$ cat config.mk
export PLATFORM = sky130hd
export DESIGN_NAME = cnn_frame_rx
export DESIGN_NICKNAME = d
export VERILOG_FILES = /design/src/rtl/cnn_frame_pkg.sv /design/src/rtl/cnn_rx_coord_cnt.sv /design/src/rtl/cnn_frame_rx.sv
export SDC_FILE = /design/constraint.sdc
export NUM_CORES = 1
export LEC_CHECK = 0
export ABC_CLOCK_PERIOD_IN_PS = 2220
export BUFFER_PORTS_ARGS = -buffer_cell sky130_fd_sc_hd__buf_2
export CAP_MARGIN = 15
export CORE_MARGIN = 1.5
export CORE_UTILIZATION = 51
export CTS_CLUSTER_SIZE = 25
export DETAILED_ROUTE_END_ITERATION = 8
export HOLD_SLACK_MARGIN = 0.02
export PLACE_DENSITY_LB_ADDON = 0.2
export SETUP_SLACK_MARGIN = 0.15
export SLEW_MARGIN = 20
export SYNTH_ARGS = -nofsm -noshare
export SYNTH_HDL_FRONTEND = slang
export SYNTH_SLANG_ARGS = --single-unit
$ cat constraint.sdc
create_clock -name clk -period 2.22 [get_ports clk]
set_input_delay 0.444 -clock clk [delete_from_list [all_inputs] [get_ports clk]]
set_output_delay 0.444 -clock clk [all_outputs]
set_load 0.01 [all_outputs]
$ cat src/rtl/cnn_frame_pkg.sv
// Shared constants and FSM encoding for the CNN frame receiver.
package cnn_frame_pkg;

  localparam int unsigned W_SIZE_DEF       = 12;
  localparam int unsigned W_FRAME_SIZE_DEF = 2 * W_SIZE_DEF + 1;
  localparam int unsigned W_DATA_DEF       = 8;
  localparam int unsigned W_FCNT_DEF       = 16;
  localparam int unsigned W_CHECKSUM       = 32;

  typedef enum logic [1:0] {
    ST_IDLE   = 2'd0,
    ST_VSYNC  = 2'd1,
    ST_ACTIVE = 2'd2,
    ST_DONE   = 2'd3
  } rx_state_e;

endpackage

$ cat src/rtl/cnn_rx_coord_cnt.sv
// Column/row/pixel-index counter; col wraps at width-1 and carries into row.
module cnn_rx_coord_cnt
  import cnn_frame_pkg::*;
#(
  parameter int unsigned W_SIZE       = W_SIZE_DEF,
  parameter int unsigned W_FRAME_SIZE = W_FRAME_SIZE_DEF
) (
  input  logic                    clk,
  input  logic                    rstn,
  input  logic                    clr_i,
  input  logic                    inc_i,
  input  logic [W_SIZE-1:0]       width_m1_i,
  output logic [W_SIZE-1:0]       col_o,
  output logic [W_SIZE-1:0]       row_o,
  output logic [W_FRAME_SIZE-1:0] count_o
);

  logic [W_SIZE-1:0]       col_q, col_d;
  logic [W_SIZE-1:0]       row_q, row_d;
  logic [W_FRAME_SIZE-1:0] cnt_q, cnt_d;

  // Clear has priority over increment so a restart drops the coincident pixel.
  always_comb begin
    col_d = col_q;
    row_d = row_q;
    cnt_d = cnt_q;
    if (clr_i) begin
      col_d = '0;
      row_d = '0;
      cnt_d = '0;
    end else if (inc_i) begin
      if (col_q == width_m1_i) begin
        col_d = '0;
        row_d = row_q + W_SIZE'(1);
      end else begin
        col_d = col_q + W_SIZE'(1);
      end
      cnt_d = cnt_q + W_FRAME_SIZE'(1);
    end
  end

  always_ff @(posedge clk or negedge rstn) begin
    if (!rstn) begin
      col_q <= '0;
      row_q <= '0;
      cnt_q <= '0;
    end else begin
      col_q <= col_d;
      row_q <= row_d;
      cnt_q <= cnt_d;
    end
  end

  assign col_o   = col_q;
  assign row_o   = row_q;
  assign count_o = cnt_q;

endmodule

$ cat src/rtl/cnn_frame_rx.sv
// Receive-side frame tracker: rebuilds pixel coordinates and flags protocol errors.
// Optional CNN_FRAME_RX_CHECKSUM_EN adds a per-frame 32-bit pixel sum output.
module cnn_frame_rx
  import cnn_frame_pkg::*;
#(
  parameter int unsigned W_SIZE       = W_SIZE_DEF,
  parameter int unsigned W_FRAME_SIZE = 2 * W_SIZE + 1,
  parameter int unsigned W_DATA       = W_DATA_DEF,
  parameter int unsigned W_FCNT       = W_FCNT_DEF
) (
  input  logic                    clk,
  input  logic                    rstn,
  input  logic [W_SIZE-1:0]       q_width,
  input  logic [W_SIZE-1:0]       q_height,
  input  logic [W_FRAME_SIZE-1:0] q_frame_size,
  input  logic                    i_vsync_run,
  input  logic                    i_hsync_run,
  input  logic                    i_data_run,
  input  logic [W_DATA-1:0]       i_data,
  output logic                    o_valid,
  output logic [W_DATA-1:0]       o_data,
  output logic [W_SIZE-1:0]       o_row,
  output logic [W_SIZE-1:0]       o_col,
  output logic [W_FRAME_SIZE-1:0] o_data_count,
  output logic                    o_end_frame,
  output logic                    o_busy,
  output logic                    o_err_short,
  output logic                    o_err_overrun,
  output logic                    o_err_line,
  output logic [W_FCNT-1:0]       o_frame_cnt
`ifdef CNN_FRAME_RX_CHECKSUM_EN
  ,
  output logic [W_CHECKSUM-1:0]   o_checksum
`endif
);

  rx_state_e               state_q, state_d;
  logic                    vsync_q;
  logic [W_SIZE-1:0]       width_m1_q, width_m1_d;
  logic [W_SIZE-1:0]       height_m1_q, height_m1_d;
  logic [W_FRAME_SIZE-1:0] last_idx_q, last_idx_d;

  logic                    valid_q, valid_d;
  logic [W_DATA-1:0]       data_q, data_d;
  logic [W_SIZE-1:0]       row_q, row_d;
  logic [W_SIZE-1:0]       col_q, col_d;
  logic [W_FRAME_SIZE-1:0] count_q, count_d;
  logic                    end_q, end_d;
  logic                    busy_q, busy_d;
  logic                    err_short_q, err_short_d;
  logic                    err_overrun_q, err_overrun_d;
  logic                    err_line_q, err_line_d;
  logic [W_FCNT-1:0]       frame_cnt_q, frame_cnt_d;

  logic                    vs_rise;
  logic                    accept;
  logic                    cnt_clr;
  logic [W_SIZE-1:0]       cur_col;
  logic [W_SIZE-1:0]       cur_row;
  logic [W_FRAME_SIZE-1:0] cur_count;

  assign vs_rise = i_vsync_run & ~vsync_q;

  cnn_rx_coord_cnt #(
    .W_SIZE       (W_SIZE),
    .W_FRAME_SIZE (W_FRAME_SIZE)
  ) u_coord_cnt (
    .clk        (clk),
    .rstn       (rstn),
    .clr_i      (cnt_clr),
    .inc_i      (accept),
    .width_m1_i (width_m1_q),
    .col_o      (cur_col),
    .row_o      (cur_row),
    .count_o    (cur_count)
  );

  // Next-state and output decode; a vsync rising edge overrides everything else.
  always_comb begin
    state_d       = state_q;
    width_m1_d    = width_m1_q;
    height_m1_d   = height_m1_q;
    last_idx_d    = last_idx_q;
    valid_d       = 1'b0;
    data_d        = data_q;
    row_d         = row_q;
    col_d         = col_q;
    count_d       = count_q;
    end_d         = 1'b0;
    err_short_d   = err_short_q;
    err_overrun_d = err_overrun_q;
    err_line_d    = err_line_q;
    frame_cnt_d   = frame_cnt_q;
    accept        = 1'b0;
    cnt_clr       = 1'b0;

    if (vs_rise) begin
      state_d     = ST_VSYNC;
      cnt_clr     = 1'b1;
      width_m1_d  = q_width - W_SIZE'(1);
      height_m1_d = q_height - W_SIZE'(1);
      last_idx_d  = (q_frame_size == '0) ? '0 : q_frame_size - W_FRAME_SIZE'(1);
      if (state_q == ST_ACTIVE) begin
        err_short_d = 1'b1;
      end
    end else begin
      case (state_q)
        ST_IDLE, ST_DONE: begin
          if (i_data_run) begin
            err_overrun_d = 1'b1;
          end
        end
        ST_VSYNC, ST_ACTIVE: begin
          if ((state_q == ST_ACTIVE) && i_hsync_run && (cur_col != '0)) begin
            err_line_d = 1'b1;
          end
          if (i_data_run) begin
            accept  = 1'b1;
            valid_d = 1'b1;
            data_d  = i_data;
            row_d   = cur_row;
            col_d   = cur_col;
            count_d = cur_count;
            state_d = ST_ACTIVE;
            if (cur_count == last_idx_q) begin
              state_d     = ST_DONE;
              end_d       = 1'b1;
              frame_cnt_d = frame_cnt_q + W_FCNT'(1);
              if ((cur_row != height_m1_q) || (cur_col != width_m1_q)) begin
                err_line_d = 1'b1;
              end
            end
          end
        end
        default: state_d = ST_IDLE;
      endcase
    end

    busy_d = (state_d == ST_VSYNC) || (state_d == ST_ACTIVE);
  end

  always_ff @(posedge clk or negedge rstn) begin
    if (!rstn) begin
      state_q       <= ST_IDLE;
      vsync_q       <= 1'b0;
      width_m1_q    <= '0;
      height_m1_q   <= '0;
      last_idx_q    <= '0;
      valid_q       <= 1'b0;
      data_q        <= '0;
      row_q         <= '0;
      col_q         <= '0;
      count_q       <= '0;
      end_q         <= 1'b0;
      busy_q        <= 1'b0;
      err_short_q   <= 1'b0;
      err_overrun_q <= 1'b0;
      err_line_q    <= 1'b0;
      frame_cnt_q   <= '0;
    end else begin
      state_q       <= state_d;
      vsync_q       <= i_vsync_run;
      width_m1_q    <= width_m1_d;
      height_m1_q   <= height_m1_d;
      last_idx_q    <= last_idx_d;
      valid_q       <= valid_d;
      data_q        <= data_d;
      row_q         <= row_d;
      col_q         <= col_d;
      count_q       <= count_d;
      end_q         <= end_d;
      busy_q        <= busy_d;
      err_short_q   <= err_short_d;
      err_overrun_q <= err_overrun_d;
      err_line_q    <= err_line_d;
      frame_cnt_q   <= frame_cnt_d;
    end
  end

`ifdef CNN_FRAME_RX_CHECKSUM_EN
  logic [W_CHECKSUM-1:0] sum_q, sum_d;

  // Running sum; holds after the last pixel until the next frame start clears it.
  always_comb begin
    sum_d = sum_q;
    if (vs_rise) begin
      sum_d = '0;
    end else if (accept) begin
      sum_d = sum_q + W_CHECKSUM'(i_data);
    end
  end

  always_ff @(posedge clk or negedge rstn) begin
    if (!rstn) begin
      sum_q <= '0;
    end else begin
      sum_q <= sum_d;
    end
  end

  assign o_checksum = sum_q;
`endif

  assign o_valid       = valid_q;
  assign o_data        = data_q;
  assign o_row         = row_q;
  assign o_col         = col_q;
  assign o_data_count  = count_q;
  assign o_end_frame   = end_q;
  assign o_busy        = busy_q;
  assign o_err_short   = err_short_q;
  assign o_err_overrun = err_overrun_q;
  assign o_err_line    = err_line_q;
  assign o_frame_cnt   = frame_cnt_q;

endmodule
### After elaboration in Yosys (flattened, before gate mapping)

Index checks and enable logic that the tools add are counted.
W data, S select, Z words.

* bits in registers: 180
* logic and storage cells: 80

* eq/ne operators: 9
* bitwise logic cells: 3
* muxes and demuxes: 25
* reduce and logical (&&, ||, !) cells: 17
* $add $sub $neg: 7

Operators with widths (number)
* $mux W25: 3
* $mux W12: 6
* $add A25 B1 Y25 const B: 1
* $eq A25 B25 Y1: 1
* $logic_not A25 Y1: 1
* $sub A25 B1 Y25 const B: 1
* $add A12 B1 Y12 const B: 2
* $ne A12 B12 Y1: 2
* $sub A12 B1 Y12 const B: 2
* $add A16 B1 Y16 const B: 1
* $mux W1: 13
* $eq A12 B12 Y1: 1
* $reduce_bool A12 Y1: 1
* $eq A2 B2 Y1 const B: 3
* $mux W2: 3
* $reduce_and A2 Y1: 3
* $reduce_and A3 Y1: 2
* $eq A2 B1 Y1 const B: 2
* $reduce_and A4 Y1: 1
* $reduce_bool A2 Y1: 2
* $reduce_or A2 Y1: 2
* $logic_and A1 B1 Y1: 2
* $logic_not A2 Y1: 1
* $logic_or A1 B1 Y1: 2
* other kinds (2): 3

### Logic depth before layout (Yosys ltp)

* depth in word-level cells: 7
* mapped depth: 10

### Cells and area by module

Synthesis repeated with hierarchy kept, for this count alone.

* cells, all modules: 844
* area total of the unflattened synthesis: 8889.8 um^2

Modules (own cells, without submodules)
* cnn_frame_rx: cells each 564, times used 1, area an instance 6259.8 um^2, seq. area each 3278.1 um^2
* cnn_rx_coord_cnt: cells each 280, times used 1, area an instance 2630.0 um^2, seq. area each 1226.2 um^2

### Worst setup path after synthesis

Ideal clock, no wire load.

* path kind: input-to-reg
* start: input port q_frame_size[19]
* end: register last_idx_q[11]
* arrival time: 2.342 ns
* buffers on the path: 1
* setup slack: -0.241 ns
* cell stages on the path: 7
* path through: or4_4 > or3_4 > or3_4 > or3_4 > nand2_4 > buf_12 > o21ai_2

* cells in the longest elaborated chain, start to end: 2

Ends and longest elaborated chain
* start: declaration: line cnn_frame_rx.sv:15 `input logic [W_FRAME_SIZE-1:0] q_frame_size,`
* $logic_not A25 Y1: line cnn_frame_rx.sv:102 `last_idx_d = (q_frame_size == '0) ? '0 : q_frame_size - W_FRAME_SIZE'(1);`
* $mux W25: line cnn_frame_rx.sv:102
* end signal: assignment: line cnn_frame_rx.sv:165 `last_idx_q <= last_idx_d;`
* end: declaration: line cnn_frame_rx.sv:41 `logic [W_FRAME_SIZE-1:0] last_idx_q, last_idx_d;`

No other way between the ends.
A chain may end at the register's enable or synchronous reset.

### Worst setup path in the final report

* start: input port q_frame_size[19]
* end: register last_idx_q[6]

Same word-level chain as after synthesis.

==> flow_metrics.env <==
export IMPL_status="complete, no violations"
export IMPL_synth_cells=933
export IMPL_cts_root_buf="clkbuf_16"
export IMPL_worstPathCellList="buf_6, or4_4, or3_4, or3_4, or3_4, nand2_8, buf_12, o21ai_2"
export IMPL_netlist_top_cells_count="nand2_1 (247), dfrtp_1 (180), nor2_1 (74), xnor2_1 (73), xor2_1 (72)"
export IMPL_clock_path_buffers=2
export IMPL_slew_violations=0
export IMPL_wl_per_cell_um=15.1
export IMPL_die_area_um2=17900
export IMPL_cp_arrival_ns=2.48
export IMPL_drc_errors=0
export IMPL_hold_end="vsync_q$_DFF_PN0_"
export IMPL_ys_seq_area_frac=0.516
export IMPL_cpMostUsedCell="or3_4"
export IMPL_die_w_um=134
export IMPL_finalPower_mw=8.73
export IMPL_ys_types=44
export IMPL_tritoncts="built"
export IMPL_htreeDepth=4
export IMPL_rrSetupSlack_ns=0.06
export IMPL_finalCritPeriodShare=0.978
export IMPL_ys_ff_latch=180
export IMPL_cts_made_buffers=17
export IMPL_synth_top_area_cell="dfrtp_1"
export IMPL_hp_class="input pin to register"
export IMPL_r2r_end="o_frame_cnt[1]$_DFFE_PN0P_"
export IMPL_track_usage=0.236
export IMPL_tightest_slew_ns=0.618
export IMPL_critPathCaptureType="register"
export IMPL_rsz0062_at_grt="true"
export IMPL_synth_flop_cell="dfrtp_1"
export IMPL_hold_viol_final=0
export IMPL_drive_above_1_share=0.279
export IMPL_drt_initial_drc_count=490
export IMPL_slew_limit_headroom=0.588
export IMPL_cp_num_buf_inv=2
export IMPL_grt_pass1_wl_um=33500
export IMPL_crit_path_start_kind="input pin"
export IMPL_synth_async_reset_ratio=1.00
export IMPL_maxCapViolations=0
export IMPL_peakVddDrop_mv=0.656
export IMPL_fin_crit_ns=2.17
export IMPL_die_y_um=134
export IMPL_reg2regPathDepth=7
export IMPL_fin_skew_ns=0.00877
export IMPL_initial_core_util=0.525
export IMPL_max_freq_mhz=461
export IMPL_grt_max_degree=61
export IMPL_required_ns=2.53
export IMPL_critPathKind="input pin to register"
export IMPL_ant_nets=0
export IMPL_insertion_delay_ns=0.43
export IMPL_synth_top_cells_by_area="dfrtp_1 (52%), nand2_1 (11%), xnor2_1 (7.3%)"
export IMPL_worst_path_largest_cell_delay_ns=0.52
export IMPL_min_delay_start="i_vsync_run"
export IMPL_core_area_um2=16600
export IMPL_hpwlAfterDp_um=14600
export IMPL_grt_pass1_vias=6684
export IMPL_io_pins=141
export IMPL_hold_depth=1
export IMPL_critPathMaxFanout=7
export IMPL_cts_sinks=180
export IMPL_cp_top_family="simple AND/OR/NAND/NOR gates"
export IMPL_dr_pass1_iters=5
export IMPL_cp_slowest_cell="or4_4"
export IMPL_synth_most_common_cell="nand2_1"
export IMPL_vias=7043
export IMPL_power_leakage_nw=5.57
export IMPL_grt_remaining_overflow=0
export IMPL_p_per_area_nw_per_um2=788
export IMPL_place_congestion=0.812
export IMPL_syn2layout_area_growth_pct=26.9
export IMPL_antenna_found_initial=3
export IMPL_viasPerCell=5.15
export IMPL_fin_nets=1205
export IMPL_synth_enable_flop_cells=0
export IMPL_synthesis_area_um2=8730
export IMPL_tns_ns=0
export IMPL_r2r_start="u_coord_cnt.count_o[22]$_DFFE_PN0P_"
export IMPL_synth_top_area_frac=0.516
export IMPL_synth_net_count=1005
export IMPL_syn_area_per_cell_um2=9.36
export IMPL_setup_viol=0
export IMPL_routed_wl_um=20700
export IMPL_clkTransAtPathRegs_ns=0.06
export IMPL_rows=47
export IMPL_portBuffers=140
export IMPL_yosys_warnings=0
[repair_timing]
action,4_1_cts,5_1_grt
hold endpoints to repair,47,0
setup buffers,0,15
endpoints found under the setup margin,29,45
pin swaps,11,14
hold buffers,1,0
cloned,1,2
resized for setup,7,41
[power breakdown]
part           internal [mW]  switching, mW
combinational          0.756           1.14
clock                   1.76           1.22
sequential              3.62          0.238
total                   6.14           2.59
[state kept, by name (all words and copies together), names as in the netlist, 16 cells and up]
register / count
o_data_count: 25
last_idx_q: 25
u_coord_cnt.count_o: 25
o_frame_cnt: 16
[cell families (layout without fill, tap and decap cells)]
family,count (synthesis),after routing,synth area share
other,0,2,0
multiplexers,2,2,0.00244
adder cells (fa/ha/maj),10,10,0.0143
AND/OR/NAND/NOR,465,466,0.239
XOR/XNOR,145,145,0.145
buffers and inverters,59,271,0.0291
flip-flops,180,180,0.516
AO/OA/AOI/OAI,72,72,0.0536
[metal layers]
metal | vias up | part of all wire | global-route usage | wire (um)
li1 | 3483 | - | - | -
met1 | 3334 | 0.48 | 0.342 | 9860
met2 | 196 | 0.46 | 0.363 | 9440
met3 | 28 | 0.050 | 0.0423 | 1040
met4 | 2 | 0.014 | 0.0737 | 297
met5 | - | 0.00082 | 0 | 17
[worst max-delay path by stage]
stage / from / to / cells past startpoint
after global routing: last_idx_q[7]$_DFFE_PN0P_ / o_frame_cnt[10]$_DFFE_PN0P_ / 8
final: q_frame_size[19] / last_idx_q[6]$_DFFE_PN0P_ / 8
after floorplan: q_frame_size[19] / last_idx_q[11]$_DFFE_PN0P_ / 7
after CTS: q_frame_size[19] / last_idx_q[17]$_DFFE_PN0P_ / 8
after global placement: q_frame_size[19] / last_idx_q[14]$_DFFE_PN0P_ / 8
after detailed placement: q_frame_size[19] / last_idx_q[17]$_DFFE_PN0P_ / 8
[per-stage QoR]
stage	util	instances	setup WS [ns]	area [um2]	hold WS, ns
3_3_place_gp	0.608	1315	-0.399	10100	0.434
4_1_cts	0.647	1349	0.0543	10800	0.155
3_5_place_dp	0.608	1315	-0.415	10100	0.433
2_1_floorplan	-	933	-0.241	8790	0.148
6_report	0.665	1368	0.0491	11100	0.168
5_1_grt	0.665	1367	-0.0298	11100	0.164
[final cells by class]
cell class	count	area [um2]
Multi-Input combinational cell	695	4210
Antenna cell	2	5.00
Inverter	17	63.8
Sequential cell	180	4510
Timing Repair Buffer	222	1410
Clock buffer	27	533
Clock inverter	5	62.6
Tap cell	220	275
Fill cell	1358	5570
[worst register-to-register path: cells and delay by family, from the launching register on]
kind | cells | cell delay (ns)
flops | 1 | 0.44
buf+inv | 2 | 0.39
simple gates | 3 | 0.80
mux | 1 | 0.26
xor+xnor | 1 | 0.17
[cell usage in the layout, fill, tap and decap left out, types with 4 or more instances in the layout]
master,instances
nand2_1,246
dfrtp_1,174
buf_2,137
xor2_1,72
nor2_1,72
buf_4,70
xnor2_1,68
o21ai_0,31
nand3_1,26
nand4_1,25
o21ai_2,21
nor3_1,19
clkbuf_16,17
inv_1,15
and3_1,11
nor4_1,11
ha_1,9
buf_6,9
a21oi_1,7
nor3_2,7
clkbuf_8,7
dfrtp_2,6
xnor2_2,5
or3_1,5
nor4_4,4
nand2b_1,4
or4_1,4
buf_12,4
Power figures use the tool's default switching activity.
